**config.mk**
```make
export PLATFORM = sky130hd
export DESIGN_NAME = wave_display_flat
export DESIGN_NICKNAME = d
export VERILOG_FILES = /design/src/rtl/wave_pkg.sv /design/src/rtl/wave_display_if.sv /design/src/rtl/wave_sample_history.sv /design/src/rtl/wave_display.sv /design/src/flat_wrapper.sv
export SDC_FILE = /design/constraint.sdc
export NUM_CORES = 1
export LEC_CHECK = 0
export BUFFER_PORTS_ARGS = -buffer_cell sky130_fd_sc_hd__buf_4
export CAP_MARGIN = 40
export CORE_ASPECT_RATIO = 0.6
export CORE_MARGIN = 4
export CORE_UTILIZATION = 55
export DETAILED_ROUTE_END_ITERATION = 10
export PLACE_DENSITY = 0.81
export SLEW_MARGIN = 20
export SYNTH_ARGS = -nofsm -noshare
export SYNTH_HDL_FRONTEND = slang
export SYNTH_SLANG_ARGS = --single-unit
```
**constraint.sdc**
```tcl
create_clock -name clk -period 7.36 [get_ports clk]
set_clock_uncertainty 0.2 [all_clocks]
set_input_delay 0.368 -clock clk [delete_from_list [all_inputs] [get_ports clk]]
set_output_delay 0.368 -clock clk [all_outputs]
set_load 0.01 [all_outputs]
```
**src/rtl/wave_pkg.sv**
```systemverilog
// Shared definitions for the waveform display path.
// Contents:
//   SAMPLE_W        width of one waveform sample
//   RAM_AW          waveform RAM address width (one index bit + 8 sample bits)
//   WIN_X, WIN_Y    size of the drawing window in pixels
//   X_SHIFT_DEFAULT log2 of horizontal pixels per sample
//   rgb_t           packed {r, g, b} colour
//   win_hit()       true when a pixel lies inside the drawing window
package wave_pkg;

    localparam int unsigned SAMPLE_W        = 8;
    localparam int unsigned RAM_AW          = 9;
    localparam int          WIN_X           = 1024;
    localparam int          WIN_Y           = 512;
    localparam int unsigned X_SHIFT_DEFAULT = 2;

    typedef struct packed {
        logic [7:0] r;
        logic [7:0] g;
        logic [7:0] b;
    } rgb_t;

    function automatic logic win_hit(input logic [10:0] x, input logic [9:0] y);
        return (int'(x) < WIN_X) && (int'(y) < WIN_Y);
    endfunction

endpackage

```
**src/rtl/wave_display_if.sv**
```systemverilog
// Pixel stream and waveform RAM read port of wave_display, bundled together.
// Signals:
//   x, y, valid    pixel coordinates and active-video flag from the timing generator
//   read_index     RAM half currently owned by the display
//   read_value     RAM read data, one cycle after read_address
//   read_address   RAM read address
//   valid_pixel    valid aligned with r/g/b
//   r, g, b        pixel colour
// The master modport is the environment (timing generator, RAM, video output);
// the slave modport is the display itself.
interface wave_display_if;
    import wave_pkg::*;

    logic [10:0]         x;
    logic [9:0]          y;
    logic                valid;
    logic                read_index;
    logic [SAMPLE_W-1:0] read_value;
    logic [RAM_AW-1:0]   read_address;
    logic                valid_pixel;
    logic [7:0]          r;
    logic [7:0]          g;
    logic [7:0]          b;

    modport master (
        output x, y, valid, read_index, read_value,
        input  read_address, valid_pixel, r, g, b
    );

    modport slave (
        input  x, y, valid, read_index, read_value,
        output read_address, valid_pixel, r, g, b
    );

endinterface

```
**src/rtl/wave_sample_history.sv**
```systemverilog
// Tracks the current and previous waveform samples as the display walks along a line.
// Ports:
//   clk, reset    clock and synchronous active-high reset
//   valid         the pixel in this stage is active video
//   addr          RAM address belonging to this pixel
//   sample        RAM data for addr
//   cur_sample    sample at the end of the segment for this pixel
//   prev_sample   sample at the start of the segment for this pixel
module wave_sample_history
    import wave_pkg::*;
(
    input  logic                clk,
    input  logic                reset,
    input  logic                valid,
    input  logic [RAM_AW-1:0]   addr,
    input  logic [SAMPLE_W-1:0] sample,
    output logic [SAMPLE_W-1:0] cur_sample,
    output logic [SAMPLE_W-1:0] prev_sample
);

    logic [RAM_AW-1:0]   last_addr_q;
    logic [SAMPLE_W-1:0] cur_q;
    logic [SAMPLE_W-1:0] prev_q;
    logic                addr_change;
    logic                first_col;

    always_comb begin
        addr_change = valid && (addr != last_addr_q);
        // The first sample of a line must not connect to the last one of the previous line.
        first_col   = (addr[RAM_AW-2:0] == '0);
        cur_sample  = sample;
        if (first_col) begin
            prev_sample = sample;
        end else if (addr_change) begin
            // The register update lands on the next edge; bypass it for this pixel.
            prev_sample = cur_q;
        end else begin
            prev_sample = prev_q;
        end
    end

    always_ff @(posedge clk) begin
        if (reset) begin
            last_addr_q <= '1;
            cur_q       <= 8'h80;
            prev_q      <= 8'h80;
        end else if (addr_change) begin
            last_addr_q <= addr;
            cur_q       <= sample;
            prev_q      <= first_col ? sample : cur_q;
        end
    end

endmodule

```
**src/rtl/wave_display.sv**
```systemverilog
// Draws the captured waveform as a connected line over the VGA/DVI pixel stream.
// Ports:
//   clk, reset    clock and synchronous active-high reset
//   bus           wave_display_if slave: x/y/valid in, RAM read port, r/g/b/valid_pixel out
// Latency from x/y/valid to r/g/b/valid_pixel is two clocks; read_address is combinational.
module wave_display
    import wave_pkg::*;
#(
    parameter int unsigned X_SHIFT = X_SHIFT_DEFAULT,
    parameter rgb_t        FG_RGB  = 24'hFFFFFF,
    parameter rgb_t        BG_RGB  = 24'h000000
) (
    input logic           clk,
    input logic           reset,
    wave_display_if.slave bus
);

    logic [9:0]          x_col;
    logic [RAM_AW-1:0]   addr;

    logic                s1_valid_q;
    logic                s1_in_win_q;
    logic [7:0]          s1_yc_q;
    logic [RAM_AW-1:0]   s1_addr_q;

    logic [SAMPLE_W-1:0] cur_sample;
    logic [SAMPLE_W-1:0] prev_sample;
    logic [SAMPLE_W-1:0] lo;
    logic [SAMPLE_W-1:0] hi;
    logic                lit;

    rgb_t                rgb_q;
    logic                valid_pixel_q;

    // S0: address straight from the incoming column so the RAM data lines up with S1.
    always_comb begin
        x_col = bus.x[9:0];
        addr  = {bus.read_index, (RAM_AW-1)'(x_col >> X_SHIFT)};
    end

    assign bus.read_address = addr;

    always_ff @(posedge clk) begin
        if (reset) begin
            s1_valid_q  <= 1'b0;
            s1_in_win_q <= 1'b0;
            s1_yc_q     <= '0;
            s1_addr_q   <= '0;
        end else begin
            s1_valid_q  <= bus.valid;
            s1_in_win_q <= win_hit(bus.x, bus.y);
            s1_yc_q     <= bus.y[8:1];
            s1_addr_q   <= addr;
        end
    end

    // S1: read_value belongs to s1_addr_q.
    wave_sample_history u_history (
        .clk         (clk),
        .reset       (reset),
        .valid       (s1_valid_q),
        .addr        (s1_addr_q),
        .sample      (bus.read_value),
        .cur_sample  (cur_sample),
        .prev_sample (prev_sample)
    );

    always_comb begin
        lo  = (prev_sample < cur_sample) ? prev_sample : cur_sample;
        hi  = (prev_sample < cur_sample) ? cur_sample : prev_sample;
        lit = s1_valid_q && s1_in_win_q && (s1_yc_q >= lo) && (s1_yc_q <= hi);
    end

    // S2: output registers.
    always_ff @(posedge clk) begin
        if (reset) begin
            rgb_q         <= BG_RGB;
            valid_pixel_q <= 1'b0;
        end else begin
            rgb_q         <= lit ? FG_RGB : BG_RGB;
            valid_pixel_q <= s1_valid_q;
        end
    end

    assign bus.r           = rgb_q.r;
    assign bus.g           = rgb_q.g;
    assign bus.b           = rgb_q.b;
    assign bus.valid_pixel = valid_pixel_q;

endmodule
```
**src/flat_wrapper.sv**
```systemverilog
// flat-port wrapper written by rule: the top's interface ports become plain ports
module wave_display_flat import wave_pkg::*;
#(
    parameter int unsigned X_SHIFT = X_SHIFT_DEFAULT,
    parameter rgb_t        FG_RGB  = 24'hFFFFFF,
    parameter rgb_t        BG_RGB  = 24'h000000
)
  (clk, reset, bus_x, bus_y, bus_valid, bus_read_index, bus_read_value, bus_read_address, bus_valid_pixel, bus_r, bus_g, bus_b);
  wave_display_if bus_i ();
  input logic clk;
  input logic reset;
  input wire logic [$bits(bus_i.x)-1:0] bus_x;
  input wire logic [$bits(bus_i.y)-1:0] bus_y;
  input wire logic [$bits(bus_i.valid)-1:0] bus_valid;
  input wire logic [$bits(bus_i.read_index)-1:0] bus_read_index;
  input wire logic [$bits(bus_i.read_value)-1:0] bus_read_value;
  output wire logic [$bits(bus_i.read_address)-1:0] bus_read_address;
  output wire logic [$bits(bus_i.valid_pixel)-1:0] bus_valid_pixel;
  output wire logic [$bits(bus_i.r)-1:0] bus_r;
  output wire logic [$bits(bus_i.g)-1:0] bus_g;
  output wire logic [$bits(bus_i.b)-1:0] bus_b;
  assign bus_i.x = bus_x;
  assign bus_i.y = bus_y;
  assign bus_i.valid = bus_valid;
  assign bus_i.read_index = bus_read_index;
  assign bus_i.read_value = bus_read_value;
  assign bus_read_address = bus_i.read_address;
  assign bus_valid_pixel = bus_i.valid_pixel;
  assign bus_r = bus_i.r;
  assign bus_g = bus_i.g;
  assign bus_b = bus_i.b;
  wave_display #(.X_SHIFT(X_SHIFT), .FG_RGB(FG_RGB), .BG_RGB(BG_RGB)) u_core (.clk(clk), .reset(reset), .bus(bus_i));
endmodule
```
# [Word level (Yosys, flattened, before mapping)]
# Index checks and enable logic that the tools add are counted.
# W data, S select, Z words.
[totals] register_bits=69 latch_bits=0 ram_bits=0 mem_bits_ro=0 word_cells=29 mem_count=0
[op_classes] add_sub_neg=0 mul=0 div_mod_pow=0 n_lt_le_gt_ge=5 eq_ne=1 shift=0 n_mux=6 bitwise_logic=0 reduce_logical=6
[op_table] op="$mux W8" n=5
[op_table] op="$mux W24" n=1
[op_table] op="$lt A11 B11 Y1 const B" n=1
[op_table] op="$lt A10 B10 Y1 const B" n=1
[op_table] op="$ne A9 B9 Y1" n=1
[op_table] op="$ge A8 B8 Y1" n=1
[op_table] op="$le A8 B8 Y1" n=1
[op_table] op="$logic_not A8 Y1" n=1
[op_table] op="$lt A8 B8 Y1" n=1
[op_table] op="$logic_and A1 B1 Y1" n=5

# [Longest topological paths before layout]
# Gate-level depths: netlist of the first run.
[logic_depth] depth_word=10 ltp_mapped=20 depth_no_buf=19

# [By module]
# Synthesis of the first run repeated with hierarchy kept, for this count alone.
[unflattened] hier_cells=338 area_unflattened_um2=3074.2
[by_module_without_submodules] mod="wave_sample_history" n_inst=1 cells_per_inst=179 area_each_um2=1545.2
[by_module_without_submodules] mod="wave_display" n_inst=1 cells_per_inst=159 area_each_um2=1529.0

# [Worst setup path before layout of the first run]
# No wires, ideal clock.
[synth_timing] path_type="register to register" start="reg u_core.s1_addr_q[6]" end="reg u_core.rgb_q (netlist bit u_core.bus.b[6])" setup_time_ns=0.128 arrival_ns=4.185 required_time_ns=7.032 slack_ns=2.847 path_stages_with_launch=21 n_path_buf=1 period_less_slack_ns=4.513 cell_sequence="dfxtp_1 or4_4 or2_1 buf_6 nand2_4 nor3_1 nor4_4 ha_1 a21oi_1 o21ai_0 a211oi_1 a31oi_4 nor2_2 mux2_4 ha_1 nand2b_1 a21o_1 a21oi_1 nor2b_1 o21ai_0 a211oi_1"
[synth_between] elab_chain_len=10
[synth_lines] item="start, declared" line_no="wave_display.sv:24" rtl="logic [RAM_AW-1:0] s1_addr_q;"
[synth_lines] item="start signal, assigned" line_no="wave_display.sv:53" rtl="s1_addr_q <= addr;"
[synth_lines] item="$ne A9 B9 Y1" line_no="wave_sample_history.sv:28" rtl="addr_change = valid && (addr != last_addr_q);"
[synth_lines] item="$logic_and A1 B1 Y1" line_no="wave_sample_history.sv:28"
[synth_lines] item="$mux W8" line_no="wave_sample_history.sv:34" rtl="end else if (addr_change) begin"
[synth_lines] item="$mux W8 *" line_no="wave_sample_history.sv:32" rtl="if (first_col) begin"
[synth_lines] item="$lt A8 B8 Y1" line_no="wave_display.sv:69, wave_display.sv:70"
[synth_lines] item="$mux W8" line_no="wave_display.sv:69" rtl="lo = (prev_sample < cur_sample) ? prev_sample : cur_sample;"
[synth_lines] item="$ge A8 B8 Y1" line_no="wave_display.sv:71" rtl="lit = s1_valid_q && s1_in_win_q && (s1_yc_q >= lo) && (s1_yc_q <= hi);"
[synth_lines] item="$logic_and A1 B1 Y1" line_no="wave_display.sv:71"
[synth_lines] item="$logic_and A1 B1 Y1 *" line_no="wave_display.sv:71"
[synth_lines] item="$mux W24 *" line_no="wave_display.sv:80" rtl="rgb_q <= lit ? FG_RGB : BG_RGB;"
[synth_lines] item="end signal, assigned" line_no="wave_display.sv:80"
[synth_lines] item="end, declared" line_no="wave_display.sv:32" rtl="rgb_t rgb_q;"
# Mark *: on every way between the ends. The rest lies on a longest branch, timed or not.
# A chain may end at the register's enable or synchronous reset.

# [Worst setup path after layout of the first run]
# Same ends and word-level chain as after synthesis.

==> metrics, run 1 <==
cells along the critical path or4_4 -> or2_1 -> nand2_4 -> nor3_1 -> nor4_2 -> ha_1 -> a211oi_1 -> o21ai_0 -> a211oi_1 -> a31oi_4 -> nor2_2 -> mux2_4 -> ha_1 -> nand2b_1 -> a21o_1 -> a21oi_1 -> nor2b_1 -> o21ai_0 -> a211oi_1; Clock Latency Late Sink 310 ps; WP data required 7360 ps; EDFF count, synth 0; Worst EP arrival 5260 ps; Die X 103.1 um; die area 6705 um2; ys async rst share 0%; post-DR wirelength/cell 15.01 um; Synth cell types 49; Root Driver clkbuf_8; final setup fails 0; Pre-antenna DRT Iters 4; area share of the largest cell type after synthesis 30.87%; worst slack at placement 2160 ps; Hold Path Origin bus_y[9]; Sequential Power Share 42.5%; Placeable Area 5155 um2; setup ws final 2096 ps; first-pass GRT wire length 11.10 mm; RSZ-0062 raised after global routing no; Worst IR Drop VDD 0.1070 mV; DRC Markers 0; Final Total Pwr 0.6453 mW; worst hold path depth 2; FF+latch count, synth 46; met3 usage 5.054%; row count 20; I/O pins 67; Hold Path Sink u_core.s1_in_win_q; worst hold slack 8.114 ps; leading area contributor after synthesis dfxtp_1; Least-Margin Pin Slew 751.6 ps; Ys Warns 0; top_reg_cell synth dfxtp_1; commonest non-fill, non-tap cells in the layout buf_4 (63), nand2_1 (46), dfxtp_1 (46); FF/Latch Area 920.9 um2; worst min path class in -> reg; fillcell total 451; nets 429; switch share 30.47%; Port Buffers 63; clk slew on worst S/H paths 90 ps; Clock Power Share 30.6%; synth top area cells dfxtp_1 (31%), ha_1 (9.6%), buf_4 (8.1%); area of the multi-input gates 1693 um2; Critical Path Source Type flip-flop; chip height 65.05 um; Sink Count 46; Vias 2,415; syn nets 402; fraction of layout cells with a size suffix above 1 26.47%; final antenna diode count 0; max-cap violation count 0; reg2reg start u_core.s1_addr_q[6]; gr usage total 21.11%; CP top delay family simple AND/OR/NAND/NOR gates; cell area after layout 3369 um2; Final Cycle Share 71.52%; minimum clock period after layout 5264 ps; H-tree depth 2; synthesis-to-layout area growth 12.96%; Starting Density 57.86%; global placement routability congestion 0.9143; power per cell area 191.5 nW/um2; most used cell, CP a211oi_1; Gate power share 26.9%; TritonCTS buffer count 5; Lkg Pwr 1.470 nW; worst reg2reg path depth 19; met1 usage 29.35%; sequential share of the synthesized area 30.87%; DP Wirelength 4.974 mm; Worst setup EP type flip-flop; sum of negative setup slack 0 ps; number of global-route vias before repair 2,395; Slew HR 49.89%; routed wire length 6.603 mm; initial DRC count 121; mapped cell area 2983 um2; CTS tree yes; status completed; Post-DRT Antenna Nets 0; fin. max-slew vios 0; largest net degree at the start of global routing 36; crit path kind reg -> reg; Fin. Hold Viols 0; buffers and inverters on the worst path 0; initial antenna violation count 0; internal power 0.4487 mW; reg-to-reg endpoint u_core.bus.b[6]; Max FO, Critical Path 15; busiest grt layer met2; Clock Path Buffers 2; Psw 0.1966 mW; CP max stage cell or4_4; GRT overflow 0; Via-to-Cell Ratio 5.489; dpl cell area 3231 um2; reg2reg setup slack 2100 ps; Mapped Avg Cell Area 8.621 um2; global routing usage on met2 32.83%; fmax 190.0 MHz; crit-path max cell delay 580 ps; leading cell type in the layout, fill and taps excluded buf_4; Syn Inst Count 346
layout make-up:
cell class | instances | share of cell area [%]
Inverter | 11 | 1.225
Timing Repair Buffer | 67 | 15.26
Tap cell | 66 | 2.451
Clock buffer | 5 | 2.042
Sequential cell | 46 | 27.33
Clock inverter | 3 | 1.448
Multi-Input combinational cell | 242 | 50.24
power by group through the flow:
stage	clock network [mW]	registers (mW)	logic (mW)
after CTS	0.202	0.274	0.173
after floorplan	0	0.276	0.133
after detailed placement	0	0.279	0.172
after global routing	0.212	0.276	0.197
after global placement	0	0.281	0.163
final	0.197	0.274	0.174
through the flow:
| step | util (%) | instances |
|---|---|---|
| 3_3_place_gp | 62.28 | 428 |
| 2_1_floorplan | - | 346 |
| 4_1_cts | 64.95 | 438 |
| 3_5_place_dp | 62.67 | 430 |
| 5_1_grt | 65.36 | 440 |
| 6_report | 65.36 | 440 |
worst max-delay path by stage:
stage	from	end	slack (ps)	cells past startpoint
2_1_floorplan	u_core.s1_addr_q[6]	u_core.bus.b[6]	2850	20
3_3_place_gp	u_core.s1_addr_q[6]	u_core.bus.b[6]	2210	19
3_5_place_dp	u_core.s1_addr_q[6]	u_core.bus.b[6]	2160	19
4_1_cts	u_core.s1_addr_q[6]	u_core.bus.b[6]	2130	19
5_1_grt	u_core.s1_addr_q[6]	u_core.bus.b[6]	1630	19
6_report	u_core.s1_addr_q[6]	u_core.bus.b[6]	2100	19
flip-flops by register name (all words and copies together) (netlist names):
register / cells
u_core.bus.valid_pixel: 1
u_core.s1_addr_q: 9
u_core.u_history.last_addr_q: 9
u_core.s1_valid_q: 1
u_core.bus.b: 1
u_core.u_history.prev_q: 8
u_core.s1_yc_q: 8
u_core.s1_in_win_q: 1
u_core.u_history.cur_q: 8
metal layers:
layer	routed length, um	vias to the layer above
li1	-	1223
met1	3210	1117
met2	2889	67
met3	450	8
met4	53	0
met5	0	-
synthesized netlist by cell type, types with 6 or more instances:
master,count
mux2i_1,14
a21oi_1,19
nand3_1,6
dfxtp_1,46
nor2b_1,21
buf_4,32
inv_1,11
nand2_1,46
clkbuf_1,6
nor3_1,23
nor2_1,21
xnor2_1,9
o21ai_0,6
a311oi_1,7
ha_1,23
worst reg2reg max path: stages, from the launching register on:
cell and delay (ps):
dfxtp_1 340, or4_4 580, or2_1 530, nand2_4 270
nor3_1 90, nor4_2 300, ha_1 310, a211oi_1 200
o21ai_0 110, a211oi_1 400, a31oi_4 300, nor2_2 180
mux2_4 310, ha_1 260, nand2b_1 140, a21o_1 180
a21oi_1 140, nor2b_1 60, o21ai_0 170, a211oi_1 90
repair_timing:
| action | 4_1_cts | 5_1_grt |
|---|---|---|
| hold endpoints to repair | 0 | 1 |
| hold buffers | 0 | 1 |
| resized for setup | 0 | 0 |
| setup buffers | 0 | 0 |
cell families after synthesis:
| kind of cell | after synthesis | synth area share, % |
|---|---|---|
| and+or+nand+nor | 145 | 27.73 |
| buffers and inverters | 58 | 12.37 |
| AOI/OAI and AO/OA | 48 | 10.78 |
| DFF | 46 | 30.87 |
| adders and majority gates | 23 | 9.648 |
| muxes | 17 | 5.956 |
| xor gates and xnor gates | 9 | 2.643 |
No activity file was read; power rests on OpenSTA's default activity.
==> inputs of run 2 (changes only) <==
Clock period 7.36 ns to 5.5 ns, I/O delays scaled along.
==> metrics, run 2 (same netlist as run 1, synthesis figures left out) <==
Die X 103.1 um (unchanged); DRC Markers 0 (unchanged); leading cell type in the layout, fill and taps excluded buf_4; Sink Count 46 (unchanged); chip height 65.05 um (unchanged); fmax 197.9 MHz (+4.1%); largest registers u_core.s1_addr_q (9), u_core.u_history.last_addr_q (9); Port Buffers 63 (unchanged); Worst setup EP type flip-flop; CTS tree yes; Placeable Area 5155 um2 (unchanged); Sequential Power Share 44.7% (+2.2 points); Final Util 68.62% (+3.3 points); switch share 31.96% (+1.5 points); internal power 0.5607 mW (+25%); Clock Power Share 25.7% (-4.9 points); Root Driver clkbuf_8; setup bufs post-CTS 0 (unchanged); GRT overflow 0 (unchanged); RSZ-0062 raised after global routing no; Starting Density 57.86% (unchanged); final setup fails 0 (unchanged); Gate power share 29.7% (+2.8 points); nets 450 (+4.9%); global placement routability congestion 0.9010 (-1.5%); post-DR wirelength/cell 15.04 um (+0.24%); Slew HR 54.45% (+4.6 points); final antenna diode count 0 (unchanged); post_cts resized 0 (unchanged); Vias 2,512 (+4.0%); WP data required 5490 ps (-1870 ps); max-cap violation count 0 (unchanged); fin. max-slew vios 0 (unchanged); Max FO, Critical Path 12 (-3); Critical Path Source Type flip-flop; first-pass GRT wire length 11.63 mm (+4.8%); DP Wirelength 5.085 mm (+2.2%); gr usage total 22.06% (+0.95 points); largest net degree at the start of global routing 36 (unchanged); Lkg Pwr 1.552 nW (+5.6%); routed wire length 6.935 mm (+5.0%); crit path kind reg -> reg; minimum clock period after layout 5054 ps (-209.5 ps); Clock Path Buffers 2 (unchanged); TritonCTS buffer count 5 (unchanged); power per cell area 233.0 nW/um2 (+22%); synthesis-to-layout area growth 18.58%; die area 6705 um2 (unchanged); row count 20 (unchanged); Worst EP arrival 5040 ps (-220 ps); Via-to-Cell Ratio 5.449 (-0.72%); Worst IR Drop VDD 0.1150 mV (+7.5%); commonest non-fill, non-tap cells in the layout buf_4 (68), nand2_1 (46), dfxtp_1 (46); Final Cycle Share 91.89% (+20 points); initial antenna violation count 0 (unchanged); worst min path class in -> reg; hold buffer count at CTS 19 (+19); I/O pins 67 (unchanged); H-tree depth 2 (unchanged); Post-DRT Antenna Nets 0 (unchanged); Least-Margin Pin Slew 682.3 ps (-69.28 ps); initial DRC count 167 (+38%); Clock Latency Late Sink 310 ps (about the same); Psw 0.2634 mW (+34%); clk slew on worst S/H paths 90 ps (about the same); Fin. Hold Viols 0 (unchanged); Pre-antenna DRT Iters 4 (unchanged); fraction of layout cells with a size suffix above 1 25.82% (-0.65 points); status completed; sum of negative setup slack 0 ps (unchanged); number of global-route vias before repair 2,522 (+5.3%)
## run 2: cell count changes in the layout (fill, tap and decap cells not counted)
cell           previous run  this run
inv_6                     0         1
bufinv_16                 1         0
inv_8                     1         0
clkinv_2                  0         2
buf_4                    63        68
buf_8                     1         0
dlygate4sd3_1             1        19
clkinvlp_4                1         0
buf_2                     1         0
## run 2: per-layer routing
metal / GRT usage, % / wire (um)
met3: 4.946 / 500
met4: 4.847 / 55
met1: 30.77 / 3176
met2: 34.66 / 3202
met5: 0 / 0
## run 2: power by group through the flow
| stage | Clock (mW) | Sequential (mW) | Combinational, mW |
|---|---|---|---|
| after floorplan | 0 | 0.370 | 0.178 |
| after global placement | 0 | 0.374 | 0.221 |
| after detailed placement | 0 | 0.375 | 0.230 |
| after CTS | 0.217 | 0.367 | 0.242 |
| after global routing | 0.232 | 0.370 | 0.273 |
| final | 0.212 | 0.368 | 0.244 |
## run 2: final cells by class
type | instances | area, um2
clock buffer | 5 | 68.82
clock inverter | 3 | 18.77
fill | 423 | 1618
inverter | 11 | 41.29
multi-input combinational | 242 | 1693
sequential | 46 | 920.9
tap | 66 | 82.58
timing repair buffer | 88 | 711.9
## run 2: final timing paths
path,depth (start not counted),startpoint,end,slack (ps)
setup reg to reg,19,u_core.s1_addr_q[6],u_core.bus.b[6],450
setup / recovery,19,u_core.s1_addr_q[6],u_core.bus.b[6],450
hold / removal,2,bus_y[8],u_core.s1_yc_q[7],30
hold reg to reg,2,u_core.u_history.cur_q[3],u_core.u_history.cur_q[3],280
## run 2: stage by stage
stage          hold WS (ps)  setup slack [ps]  power, mW  cells  area [um2]
5_1_grt               24.97             230.6     0.8748    461        3537
4_1_cts               29.66             466.9     0.8268    460        3526
3_5_place_dp          248.2             482.2     0.6047    433        3248
3_3_place_gp          238.0             660.4     0.5954    433        3248
6_report              30.61             445.8     0.8241    461        3537
2_1_floorplan         146.6             987.2     0.5476    346        2983
## run 2: worst max-delay path, cell delays in order (launching register included)
cell      delay [ps]
dfxtp_1          340
or4_4            580
nor2_4           250
buf_4            230
nor3_1            90
nor4_4           350
ha_1             320
a21oi_1          160
o21ai_0          130
a211oi_1         450
a31oi_4          290
nor2_2           180
mux2_4           310
ha_1             260
nand2b_1         140
a21o_1           180
a21oi_1          180
nor2b_1           60
o21ai_0          150
a211oi_1          90
